$ cat config.mk
export PLATFORM = sky130hd
export DESIGN_NAME = frame_mem_arbiter
export DESIGN_NICKNAME = d
export VERILOG_FILES = /design/src/rtl/frame_mem_arbiter.sv
export SDC_FILE = /design/constraint.sdc
export NUM_CORES = 1
export LEC_CHECK = 0
export ABC_AREA = 1
export BUFFER_PORTS_ARGS = -buffer_cell sky130_fd_sc_hd__clkbuf_2
export CAP_MARGIN = 20
export CORE_MARGIN = 3
export CORE_UTILIZATION = 39
export DETAILED_ROUTE_END_ITERATION = 7
export PLACE_DENSITY = 0.91
export SLEW_MARGIN = 20
export SYNTH_ARGS = -nofsm -noshare
export SYNTH_HDL_FRONTEND = slang
export SYNTH_SLANG_ARGS = --single-unit
export TNS_END_PERCENT = 30
$ cat constraint.sdc
create_clock -name clk -period 1.85 [get_ports clk]
set_clock_uncertainty 0.15 [all_clocks]
set_input_delay 0.0925 -clock clk [delete_from_list [all_inputs] [get_ports clk]]
set_output_delay 0.0925 -clock clk [all_outputs]
set_load 0.03 [all_outputs]
$ cat src/rtl/frame_mem_arbiter.sv
// frame_mem_arbiter: shares single-port frame memory between display reads and host writes,
// with vblank/starvation priority, bus turnaround and read-return tracking.
module frame_mem_arbiter #(
  parameter int DATA_W        = 24,
  parameter int ADDR_W        = 19,
  parameter int READ_LAT      = 2,
  parameter int HOST_MAX_WAIT = 16
) (
  input  logic              clk,
  input  logic              rst,
  input  logic              i_vblank,
  input  logic              i_disp_req,
  input  logic [ADDR_W-1:0] i_disp_addr,
  output logic              o_disp_gnt,
  output logic              o_disp_rvalid,
  output logic [DATA_W-1:0] o_disp_rdata,
  input  logic              i_host_req,
  input  logic [ADDR_W-1:0] i_host_addr,
  input  logic [DATA_W-1:0] i_host_wdata,
  output logic              o_host_gnt,
  output logic              o_mem_en,
  output logic              o_mem_we,
  output logic [ADDR_W-1:0] o_mem_addr,
  output logic [DATA_W-1:0] o_mem_wdata,
  input  logic [DATA_W-1:0] i_mem_rdata
);
  localparam int CW = $clog2(HOST_MAX_WAIT + 1);
  typedef enum logic [1:0] {IDLE, RD, WR, TURN} state_t;
  state_t              r_state, w_next;
  logic [CW-1:0]       r_wait_cnt;
  logic [READ_LAT-1:0] r_rd_pipe;
  logic                r_rvalid;
  logic [DATA_W-1:0]   r_rdata;
  logic                w_host_win, w_disp_win, w_rd, w_wr;
  always_ff @(posedge clk or posedge rst) begin
    if (rst) begin
      r_state    <= IDLE;
      r_wait_cnt <= '0;
      r_rd_pipe  <= '0;
      r_rvalid   <= 1'b0;
      r_rdata    <= '0;
    end else begin
      r_state    <= w_next;
      r_wait_cnt <= (!i_host_req || w_wr) ? '0 :
                    (r_wait_cnt == CW'(HOST_MAX_WAIT)) ? r_wait_cnt : r_wait_cnt + CW'(1);
      r_rd_pipe  <= READ_LAT'({r_rd_pipe, w_rd});
      r_rvalid   <= r_rd_pipe[READ_LAT-1];
      if (r_rd_pipe[READ_LAT-1]) r_rdata <= i_mem_rdata;
    end
  end
  // a winner that needs the opposite bus direction spends this cycle in TURN instead
  always_comb begin
    w_host_win = !rst && i_host_req &&
                 (!i_disp_req || i_vblank || r_wait_cnt == CW'(HOST_MAX_WAIT));
    w_disp_win = !rst && i_disp_req && !w_host_win;
    w_rd       = w_disp_win && r_state != WR;
    w_wr       = w_host_win && r_state != RD;
    w_next     = w_disp_win ? ((r_state == WR) ? TURN : RD) :
                 w_host_win ? ((r_state == RD) ? TURN : WR) : IDLE;
  end
  assign o_disp_gnt    = w_rd;
  assign o_host_gnt    = w_wr;
  assign o_mem_en      = w_rd | w_wr;
  assign o_mem_we      = w_wr;
  assign o_mem_addr    = w_wr ? i_host_addr : w_rd ? i_disp_addr : '0;
  assign o_mem_wdata   = w_wr ? i_host_wdata : '0;
  assign o_disp_rvalid = r_rvalid;
  assign o_disp_rdata  = r_rdata;
endmodule
Word level (Yosys, flattened, before mapping). Cells that the tools add are included. Widths: inputs -> output; s select.

Bits in registers: 34. Input port bits: 91. Output and inout bits: 72. Word-level logic and storage cells: 35.

$add $sub $neg: 1. Equal/unequal tests: 6. Multiplexer cells: 9. Bitwise logic cells: 1. Reductions and logical operators: 13.

Operator list (number): $mux 19 (2); $mux 24 (1); $mux 5 (2); $logic_and 1x1->1 (6); $mux 2 (3); $add 5x1->5 const B (1); $eq 5x5->1 const B (1); $logic_not 1->1 (4); $ne 2x2->1 const B (2); $logic_or 1x1->1 (3); $eq 2x1->1 const B (1); $eq 2x2->1 const B (1); $ne 2x1->1 const B (1); $mux 1 (1); $or 1x1->1 (1).

Depth between registers and ports, before layout. Gate-level depths: netlist (run 1).

Word-level depth: 9. Mapped depth: 10. Depth with buffers taken out: 9.

Worst setup path before layout (run 1). Ideal clock, no wire load.

Kind: in2reg. Start point: input port rst. End point: register r_rd_pipe[0]. Library setup time: 0.119 ns. Arrival: 1.639 ns. Required time: 1.581 ns. Path slack: -0.058 ns. Cell stages on the path: 6. Buffers on the path: 1. Cell sequence: inv_1 nand2_1 nor2_1 buf_2 nand2_1 inv_1.

Cells in the longest elaborated chain, start to end: 6. Elaborated cells between the ends (all ways): 7. Classes of those cells: 7 x reduce/logical.

Ends and longest elaborated chain: start: declaration (line 10) `input logic rst,`; $logic_not 1->1 (*) (line 53, 55); $logic_and 1x1->1 (2 in series) (line 53) `w_host_win = !rst && i_host_req &&`; $logic_not 1->1 (line 55) `w_disp_win = !rst && i_disp_req && !w_host_win;`; $logic_and 1x1->1 (*) (line 55); $logic_and 1x1->1 (*) (line 56) `w_rd = w_disp_win && r_state != WR;`; net o_disp_gnt (line 14) `output logic o_disp_gnt,`; end signal: assignment (line 46) `r_rd_pipe <= READ_LAT'({r_rd_pipe, w_rd});`; end: declaration (line 31) `logic [READ_LAT-1:0] r_rd_pipe;`.

Mark *: on every way through the listed nets, which the timed path passes. The rest lies on a longest branch. A chain may end at the register's enable or synchronous reset.

Final worst setup path (run 1).
Start point: register r_wait_cnt[0]. End point: output port o_mem_wdata[14].

Cells in the longest elaborated chain, start to end: 5.

Ends and longest elaborated chain: start: declaration (line 30) `logic [CW-1:0] r_wait_cnt;`; start signal: assignment (line 44) `r_wait_cnt <= (!i_host_req || w_wr) ? '0 :`; $eq 5x5->1 (line 54) `(!i_disp_req || i_vblank || r_wait_cnt == CW'(HOST_MAX_WAIT));`; $logic_or 1x1->1 (line 54); $logic_and 1x1->1 (line 53); $logic_and 1x1->1 (line 57) `w_wr = w_host_win && r_state != RD;`; $mux 24 (line 66) `assign o_mem_wdata = w_wr ? i_host_wdata : '0;`; end: declaration (line 24) `output logic [DATA_W-1:0] o_mem_wdata,`.

Every way passes these cells.

==> impl_metrics.env, run 1 <==
export IMPL_hp_class="in -> reg"
export IMPL_clock_path_buffers=2
export IMPL_hpwlAfterDp_microns=4380
export IMPL_maxSlewHeadroom_pct=52.7
export IMPL_clk_pin_slew_worst_paths_ns=0.07
export IMPL_wl_per_cell_microns=16.8
export IMPL_drt_total_wl_microns=8330
export IMPL_cpMostUsedCell="inv_2"
export IMPL_grtUsageMet1_pct=29.1
export IMPL_final_max_slew_viol_count=0
export IMPL_crit_chain="inv_2 -> ha_4 -> nand2_2 -> inv_2 -> nand2_4 -> nand2_8 -> nand3_4 -> nor2_1 -> clkbuf_4"
export IMPL_grtUsageMet3_pct=8.10
export IMPL_rsz0062_at_grt="yes"
export IMPL_routabilityCongestion=0.750
export IMPL_final_cell_mix="115 x clkbuf_2, 34 x dfrtp_1, 28 x inv_1"
export IMPL_slowest_stage="dfrtp_1"
export IMPL_dr_total_vias=2476
export IMPL_gr_max_usage_layer="met2"
export IMPL_synth_area_sq_mm=0.00195
export IMPL_syn2layout_area_growth_pct=91.1
export IMPL_worst_setup_path_type="reg -> out"
export IMPL_period_minus_slack_ns=2.01
export IMPL_stdcell_area_sq_mm=0.00373
export IMPL_htreeDepth=2
export IMPL_setup_viol=47
export IMPL_status="finished, violations left"
export IMPL_clock_fmax_mhz=497
export IMPL_die_area_sq_mm=0.00589
export IMPL_dieWidth_microns=76.7
export IMPL_postSynthAreaPerCell_sq_um=8.75
export IMPL_gr_total_overflow=0
export IMPL_grt_use_total_pct=27.3
export IMPL_dpl_cell_area_sq_mm=0.00279
export IMPL_cp_arrival_ns=1.77
export IMPL_drive_gt1_share_pct=57.8
export IMPL_whs_ns=0.141
export IMPL_cts_tree="done"
export IMPL_power_uw=2680
export IMPL_drt_initial_drc_count=94
export IMPL_insertion_delay_ns=0.28
export IMPL_layout_commonest_cell="clkbuf_2"
export IMPL_start_util_pct=40.8
export IMPL_drt_pass1_iter_count=4
export IMPL_rows=25
export IMPL_cts_sinks=34
export IMPL_seq_area_frac_synth_pct=43.6
export IMPL_p_leak_uw=0.00203
export IMPL_met2_usage_pct=50.3
export IMPL_hold_violations=0
export IMPL_dp_cells=444
export IMPL_synthTopCellsByArea="dfrtp_1 44%, mux2_2 14%, inv_1 6.5%"
export IMPL_synthesis_nets=316
export IMPL_ys_seq_elements=34
export IMPL_core_sq_mm=0.00479
export IMPL_maxCapViolCount=0
export IMPL_drc=0
export IMPL_io_buffers=162
export IMPL_cts_buffers=5
export IMPL_synth_top_area_share_pct=43.6
export IMPL_yosys_area_top_type="dfrtp_1"
export IMPL_pwr_density_cell_mw_per_mm2=719
export IMPL_max_vdd_ir_drop_v=0.000450
export IMPL_worstMarginPinSlew_ns=0.708
export IMPL_pre_cts_slack_ns=-0.0565
export IMPL_netlist_instances=223
export IMPL_final_cells=496
export IMPL_worstPathRequired_ns=1.61
export IMPL_layout_setup_ws_ns=-0.161
export IMPL_violations="setup timing"
export IMPL_ys_types=20
export IMPL_grt_pass1_vias=2584
export IMPL_crit_path_end_kind="output pin"
export IMPL_insertedDiodeCount=0
export IMPL_grt_pass1_wl_microns=12800
export IMPL_critical_path_max_stage_delay_ns=0.40
export IMPL_cts_root_buf="clkbuf_8"
export IMPL_finalCritPeriodShare_pct=109
export IMPL_vias_per_cell=4.99
export IMPL_startpoint_type="flip-flop"
export IMPL_antenna_found_initial=0
export IMPL_layout_nets=521
export IMPL_design_portCount=163
export IMPL_grt_max_degree=35
export IMPL_ant_nets=0
export IMPL_crit_fanout=7
export IMPL_synth_warnings=0
export IMPL_die_h_microns=76.7
## through the flow
step	util, %	TNS, ns
after floorplan	-	0
after global placement	58.4	0
after detailed placement	58.4	-0.827
after CTS	75.8	-3.51
after global routing	77.9	-8.66
final	77.9	-5.64
## final cells by class
cell class | instances | area, sq um
repair buffers | 209 | 1530
flip-flops and latches | 34 | 851
clock inverters | 1 | 5.00
inverters | 34 | 131
clock buffers | 7 | 86.3
well taps | 67 | 83.8
multi-input cells | 144 | 1040
fillers | 300 | 1060
## path summary, 6_finish.rpt
kind                       depth (start not counted)         endpoint           from  slack [ns]
min in group asynchronous                          4       r_state[1]            rst        0.38
max reg2reg                                       10    r_wait_cnt[2]  r_wait_cnt[0]        0.06
max                                                9  o_mem_wdata[14]  r_wait_cnt[0]       -0.16
max in group asynchronous                          4    r_wait_cnt[0]            rst        0.85
min                                                4       r_state[1]            rst        0.14
min reg2reg                                        0     r_rd_pipe[1]   r_rd_pipe[0]        0.20
## power breakdown
part           total, uW  switching (uW)  internal [uW]
clock                557             257            300
combinational       1170             701            472
sequential           953            81.8            871
## critical path: cells and delay by family (launching register included)
family	cells	cell delay (ns)
simple gates	5	0.59
fa+ha+maj	1	0.14
flops	1	0.40
buf+inv	3	0.36
## cells in the mapped netlist (all sizes together)
library cell,count
inv,34
ha,2
xor2,4
nand4,19
dfrtp,34
mux2,24
o31ai,1
nor2,34
o21ai,1
nand2,31
and2,1
nand3,22
buf,16
## repair_timing
item | CTS | global route
gates cloned | 6 | 0
resized for setup | 88 | 40
setup endpoints to repair | 47 | 52
pin swaps | 13 | 6
hold buffers | 27 | 0
endpoints found under the hold margin | 61 | 0
setup buffers | 8 | 3
## cells by family after synthesis
logic type,after synthesis,synth area share (%)
adder cells (fa/ha/maj),2,1.28
multiplexers,24,13.9
flip-flops,34,43.6
AO/OA/AOI/OAI,2,0.641
AND/OR/NAND/NOR,107,26.4
XOR/XNOR,4,1.80
buffers and inverters,50,12.4
## registers in the layout (all words and copies together) (netlist names)
register       cells
o_disp_rdata      24
o_disp_rvalid      1
r_rd_pipe          2
r_state            2
r_wait_cnt         5
## metal layers
metal | up-vias | routed length [microns]
met5 | - | 0
met4 | 0 | 231
met3 | 25 | 673
met2 | 152 | 4450
met1 | 1162 | 2970
li1 | 1137 | -
No activity file was read; power rests on OpenSTA's default activity.
==> run 2: changes to the inputs <==
- clock period: 1.85 -> 1.95 ns (I/O delays scaled with it)
==> run 2 against run 1 <==
  * The run still ends with setup timing left
  * Clock power is 13% lower
  * Combinational power decreased by 6%
  * Critical endpoint is now o_mem_wdata[23]
  * Sequential power shrank 5.9%
  * Die area is the same
  * Utilization grew 0.65 points
  * Worst setup slack better by 0.00091 ns
==> impl_metrics.env, run 2 (synthesis gave the netlist of run 1 again) <==
export IMPL_wl_per_cell_microns=15.5
export IMPL_gr_total_overflow=0
export IMPL_die_h_microns=76.7
export IMPL_grt_pass1_vias=2459
export IMPL_drt_total_wl_microns=7590
export IMPL_antenna_found_initial=0
export IMPL_cp_startpoint="r_wait_cnt[0]"
export IMPL_sw_frac_of_total_pct=39.2
export IMPL_max_vdd_ir_drop_v=0.000350
export IMPL_crit_fanout=8
export IMPL_stdcell_area_sq_mm=0.00376
export IMPL_dpl_cell_area_sq_mm=0.00277
export IMPL_routabilityCongestion=0.790
export IMPL_p_leak_uw=0.00202
export IMPL_hold_violations=0
export IMPL_grt_use_total_pct=24.3
export IMPL_drt_initial_drc_count=68
export IMPL_final_max_slew_viol_count=0
export IMPL_whs_ns=0.0161
export IMPL_cp_arrival_ns=1.86
export IMPL_power_frac_comb_pct=44.3
export IMPL_htreeDepth=2
export IMPL_internal_power_uw=1510
export IMPL_cts_root_buf="clkbuf_8"
export IMPL_vias_per_cell=4.84
export IMPL_ant_nets=0
export IMPL_worst_setup_path_type="reg -> out"
export IMPL_setup_viol=35
export IMPL_final_cells=490
export IMPL_core_sq_mm=0.00479
export IMPL_period_minus_slack_ns=2.11
export IMPL_worstPathRequired_ns=1.70
export IMPL_cts_tree="done"
export IMPL_crit_path_end_kind="output pin"
export IMPL_endpoint="o_mem_wdata[23]"
export IMPL_drive_gt1_share_pct=57.9
export IMPL_rows=25
export IMPL_cts_sinks=34
export IMPL_io_buffers=162
export IMPL_power_uw=2480
export IMPL_setup_tns_ns=-2.62
export IMPL_status="finished, violations left"
export IMPL_grt_pass1_wl_microns=11600
export IMPL_reg2regPathDepth=10
export IMPL_seqPwrFrac_pct=36.2
export IMPL_r2r_setup_slack_ns=0.22
export IMPL_drc=0
export IMPL_start_util_pct=40.8
export IMPL_clk_pin_slew_worst_paths_ns=0.07
export IMPL_violations="setup timing"
export IMPL_syn2layout_area_growth_pct=92.8
export IMPL_clock_fmax_mhz=474
export IMPL_layout_commonest_cell="clkbuf_2"
export IMPL_drt_pass1_iter_count=4
export IMPL_design_portCount=163
export IMPL_rsz0062_at_grt="yes"
export IMPL_dieWidth_microns=76.7
export IMPL_startpoint_type="flip-flop"
export IMPL_maxCapViolCount=0
export IMPL_r2r_start="r_wait_cnt[0]"
export IMPL_worstMarginPinSlew_ns=0.810
export IMPL_hp_class="in -> reg"
export IMPL_hpwlAfterDp_microns=4160
export IMPL_cts_buffers=5
export IMPL_clock_path_buffers=2
export IMPL_layout_setup_ws_ns=-0.160
export IMPL_pwr_density_cell_mw_per_mm2=659
export IMPL_dr_total_vias=2371
export IMPL_p_clk_share_pct=19.5
export IMPL_finalCritPeriodShare_pct=108
export IMPL_layout_nets=516
export IMPL_insertion_delay_ns=0.28
export IMPL_r2r_end="r_state[0]"
export IMPL_insertedDiodeCount=0
export IMPL_grt_max_degree=35
export IMPL_final_cell_mix="115 x clkbuf_2, 34 x dfrtp_1, 31 x inv_1"
export IMPL_die_area_sq_mm=0.00589
export IMPL_switchingPower_uw=971
export IMPL_maxSlewHeadroom_pct=45.9
export IMPL_largest_reg_flops=24
export IMPL_dp_cells=441
-- run 2: cell types whose count changed in the layout (fill, tap and decap cells not counted), moves of 2 or more --
cell / before / now
nor2_2: 13 / 3
clkbuf_4: 13 / 8
inv_1: 28 / 31
inv_2: 5 / 3
nor2_1: 20 / 15
clkbuf_8: 25 / 22
buf_4: 22 / 13
buf_6: 9 / 23
nor2_4: 1 / 16
-- run 2: cell type report --
class	instances	area, sq um
flip-flops and latches	34	851
well taps	67	83.8
multi-input cells	142	1080
fillers	304	1030
inverters	34	128
clock buffers	5	68.8
repair buffers	206	1540
clock inverters	2	10.0
-- run 2: routing by layer --
| metal | part of all wire [%] | GRT usage [%] | wire length [microns] |
|---|---|---|---|
| met4 | 3.0 | 10.3 | 224 |
| met1 | 38 | 27.8 | 2910 |
| met3 | 5.9 | 4.69 | 449 |
| met2 | 53 | 44.0 | 4010 |
| met5 | 0 | 0 | 0 |
-- run 2: power groups by stage --
stage / clock, uW / combinational, uW / sequential, uW
floorplan: 0 / 365 / 1120
global placement: 0 / 859 / 890
detailed placement: 0 / 876 / 899
CTS: 494 / 1030 / 885
global route: 528 / 1160 / 912
finish: 484 / 1100 / 897
-- run 2: worst max-delay path: stages, from the launching register on --
cell	delay, ns
dfrtp_1	0.40
inv_2	0.08
ha_4	0.12
nand2_2	0.04
inv_2	0.06
nand2_4	0.07
nand2_8	0.13
buf_6	0.12
nand3_4	0.20
nor2_4	0.21
buf_6	0.14
-- run 2: what timing repair did --
| item | in CTS | in global routing |
|---|---|---|
| cloned | 3 | 0 |
| pin swaps | 9 | 19 |
| resized for setup | 84 | 78 |
| hold endpoints to repair | 59 | 0 |
| hold buffers | 26 | 0 |
| setup buffers | 13 | 0 |
| endpoints found under the setup margin | 47 | 47 |
-- run 2: worst min-delay path by stage --
stage | from | to | slack, ns | cells after the start
6_report | i_host_req | r_wait_cnt[4] | 0.02 | 3
5_1_grt | i_host_req | r_wait_cnt[4] | 0.05 | 3
4_1_cts | i_host_req | r_wait_cnt[2] | 0.0009 | 3
3_5_place_dp | rst | r_state[1] | 0.13 | 3
3_3_place_gp | rst | r_state[1] | 0.13 | 3
2_1_floorplan | rst | o_disp_rdata[0] | 0.1 | 1
-- run 2: metrics by stage --
stage	utilization, %	setup slack (ns)
final	78.6	-0.160
after floorplan	-	0.0368
after CTS	74.2	-0.0969
after detailed placement	57.8	-0.0858
after global placement	57.8	0.00777
after global routing	78.6	-0.251
==> run 3: changes to the inputs <==
- CTS_CLUSTER_SIZE: not set -> 10
- REMOVE_ABC_BUFFERS: not set -> 1
==> run 3 against run 2 <==
  * Fmax increased by 1.2%
  * Cell area increased by 2.1%
  * Clock power increased by 13%
  * Sequential power about the same
  * The run still ends with setup timing left
  * First-iteration DRC count increased by 75%
  * Critical endpoint is now o_mem_addr[6]
==> impl_metrics.env, run 3 (synthesis gave the netlist of run 1 again) <==
export IMPL_worstMarginPinSlew_ns=0.443
export IMPL_max_vdd_ir_drop_v=0.000323
export IMPL_power_uw=2590
export IMPL_vias_per_cell=5.25
export IMPL_antenna_found_initial=0
export IMPL_cts_root_buf="clkbuf_8"
export IMPL_setup_viol=43
export IMPL_worstPathRequired_ns=1.70
export IMPL_hpwlAfterDp_microns=4510
export IMPL_start_util_pct=40.8
export IMPL_die_area_sq_mm=0.00589
export IMPL_maxCapViolCount=0
export IMPL_drive_gt1_share_pct=64.1
export IMPL_regArea_sq_um=851
export IMPL_die_h_microns=76.7
export IMPL_dieWidth_microns=76.7
export IMPL_layout_commonest_cell="clkbuf_2"
export IMPL_final_cell_mix="115 x clkbuf_2, 34 x dfrtp_1, 30 x inv_1"
export IMPL_drt_initial_drc_count=119
export IMPL_drt_total_wl_microns=9270
export IMPL_routabilityCongestion=0.818
export IMPL_cts_sinks=34
export IMPL_largest_reg_flops=24
export IMPL_maxSlewHeadroom_pct=70.4
export IMPL_cp_arrival_ns=1.84
export IMPL_cts_tree="done"
export IMPL_hp_class="in -> reg"
export IMPL_switchingPower_uw=1020
export IMPL_final_cells=488
export IMPL_ant_nets=0
export IMPL_syn2layout_area_growth_pct=96.8
export IMPL_num_fill_cells=273
export IMPL_dr_total_vias=2561
export IMPL_drc=0
export IMPL_clock_path_buffers=2
export IMPL_p_leak_uw=0.00204
export IMPL_pre_cts_slack_ns=0.0380
export IMPL_status="finished, violations left"
export IMPL_insertedDiodeCount=0
export IMPL_grt_use_total_pct=26.5
export IMPL_pwr_density_cell_mw_per_mm2=675
export IMPL_hold_violations=0
export IMPL_gr_total_overflow=0
export IMPL_power_frac_comb_pct=44.3
export IMPL_crit_path_end_kind="output pin"
export IMPL_crit_fanout=19
export IMPL_grt_max_degree=35
export IMPL_sw_frac_of_total_pct=39.4
export IMPL_design_portCount=163
export IMPL_clk_pin_slew_worst_paths_ns=0.08
export IMPL_drt_pass1_iter_count=4
export IMPL_worst_setup_path_type="reg -> out"
export IMPL_p_clk_share_pct=21.1
export IMPL_rsz0062_at_grt="yes"
export IMPL_wl_per_cell_microns=19.0
export IMPL_cts_buffers=5
export IMPL_dp_cells=443
export IMPL_setup_tns_ns=-2.77
export IMPL_seqPwrFrac_pct=34.6
export IMPL_finalCritPeriodShare_pct=107
export IMPL_htreeDepth=2
export IMPL_period_minus_slack_ns=2.08
export IMPL_core_sq_mm=0.00479
export IMPL_layout_nets=513
export IMPL_rows=25
export IMPL_io_buffers=162
export IMPL_internal_power_uw=1570
export IMPL_violations="setup timing"
export IMPL_clock_fmax_mhz=480
export IMPL_multiInputGateArea_sq_mm=0.00112
export IMPL_startpoint_type="flip-flop"
export IMPL_grt_pass1_vias=2526
export IMPL_layout_setup_ws_ns=-0.135
export IMPL_insertion_delay_ns=0.29
export IMPL_final_max_slew_viol_count=0
export IMPL_grt_pass1_wl_microns=12500
==> run 3: metal layers <==
| layer | global-route usage, % | vias to the layer above | wire, microns |
|---|---|---|---|
| met5 | 0 | - | 0 |
| met4 | 11.2 | 0 | 565 |
| met3 | 5.87 | 53 | 795 |
| met2 | 47.5 | 196 | 4700 |
| met1 | 30.1 | 1194 | 3210 |
| li1 | - | 1118 | - |
==> run 3: worst paths after layout <==
kind | start | end | slack, ns | cells after the start
max | r_wait_cnt[1] | o_mem_addr[6] | -0.13 | 10
min | i_vblank | r_rd_pipe[0] | 0.23 | 6
max reg2reg | r_wait_cnt[1] | r_wait_cnt[0] | 0.09 | 10
min reg2reg | r_rd_pipe[0] | r_rd_pipe[1] | 0.25 | 0
max in group asynchronous | rst | o_disp_rdata[17] | 0.98 | 4
min in group asynchronous | rst | r_state[1] | 0.36 | 4
==> run 3: power by group through the flow <==
stage	logic [uW]	registers (uW)	clock network [uW]
after floorplan	331	1130	0
after global placement	869	889	0
after detailed placement	883	901	0
after CTS	1010	886	536
after global routing	1200	915	585
final	1150	898	547
==> run 3: timing repair <==
item | in CTS | in global routing
buffers inserted | 3 | 2
endpoints found under the hold margin | 63 | 0
resized for setup | 76 | 90
pin swaps | 2 | 10
hold buffers | 27 | 0
cloned | 2 | 3
endpoints found under the setup margin | 47 | 47
==> run 3: area by class of cell <==
cell class | instances | share of cell area [%]
repair buffers | 204 | 40.8
flip-flops and latches | 34 | 22.2
clock inverters | 1 | 0.130
inverters | 34 | 3.32
multi-input cells | 141 | 29.1
well taps | 67 | 2.18
clock buffers | 7 | 2.25
==> run 3: through the flow <==
step	utilization, %	hold WS [ns]	cell area (sq um)
6_report	80.2	0.234	3840
5_1_grt	80.2	0.229	3840
4_1_cts	72.9	0.198	3490
3_5_place_dp	58.4	0.107	2800
3_3_place_gp	58.4	0.0968	2800
2_1_floorplan	-	0.0974	1840
==> run 3: critical path, cell delays in order (launching register included) <==
cell and delay (ns):
dfrtp_1 0.40, inv_2 0.09, ha_4 0.13, nand2_2 0.05, inv_2 0.07, nand2_4 0.07
nand2_8 0.13, buf_12 0.16, nand4_1 0.16, nand2_2 0.15, buf_8 0.13
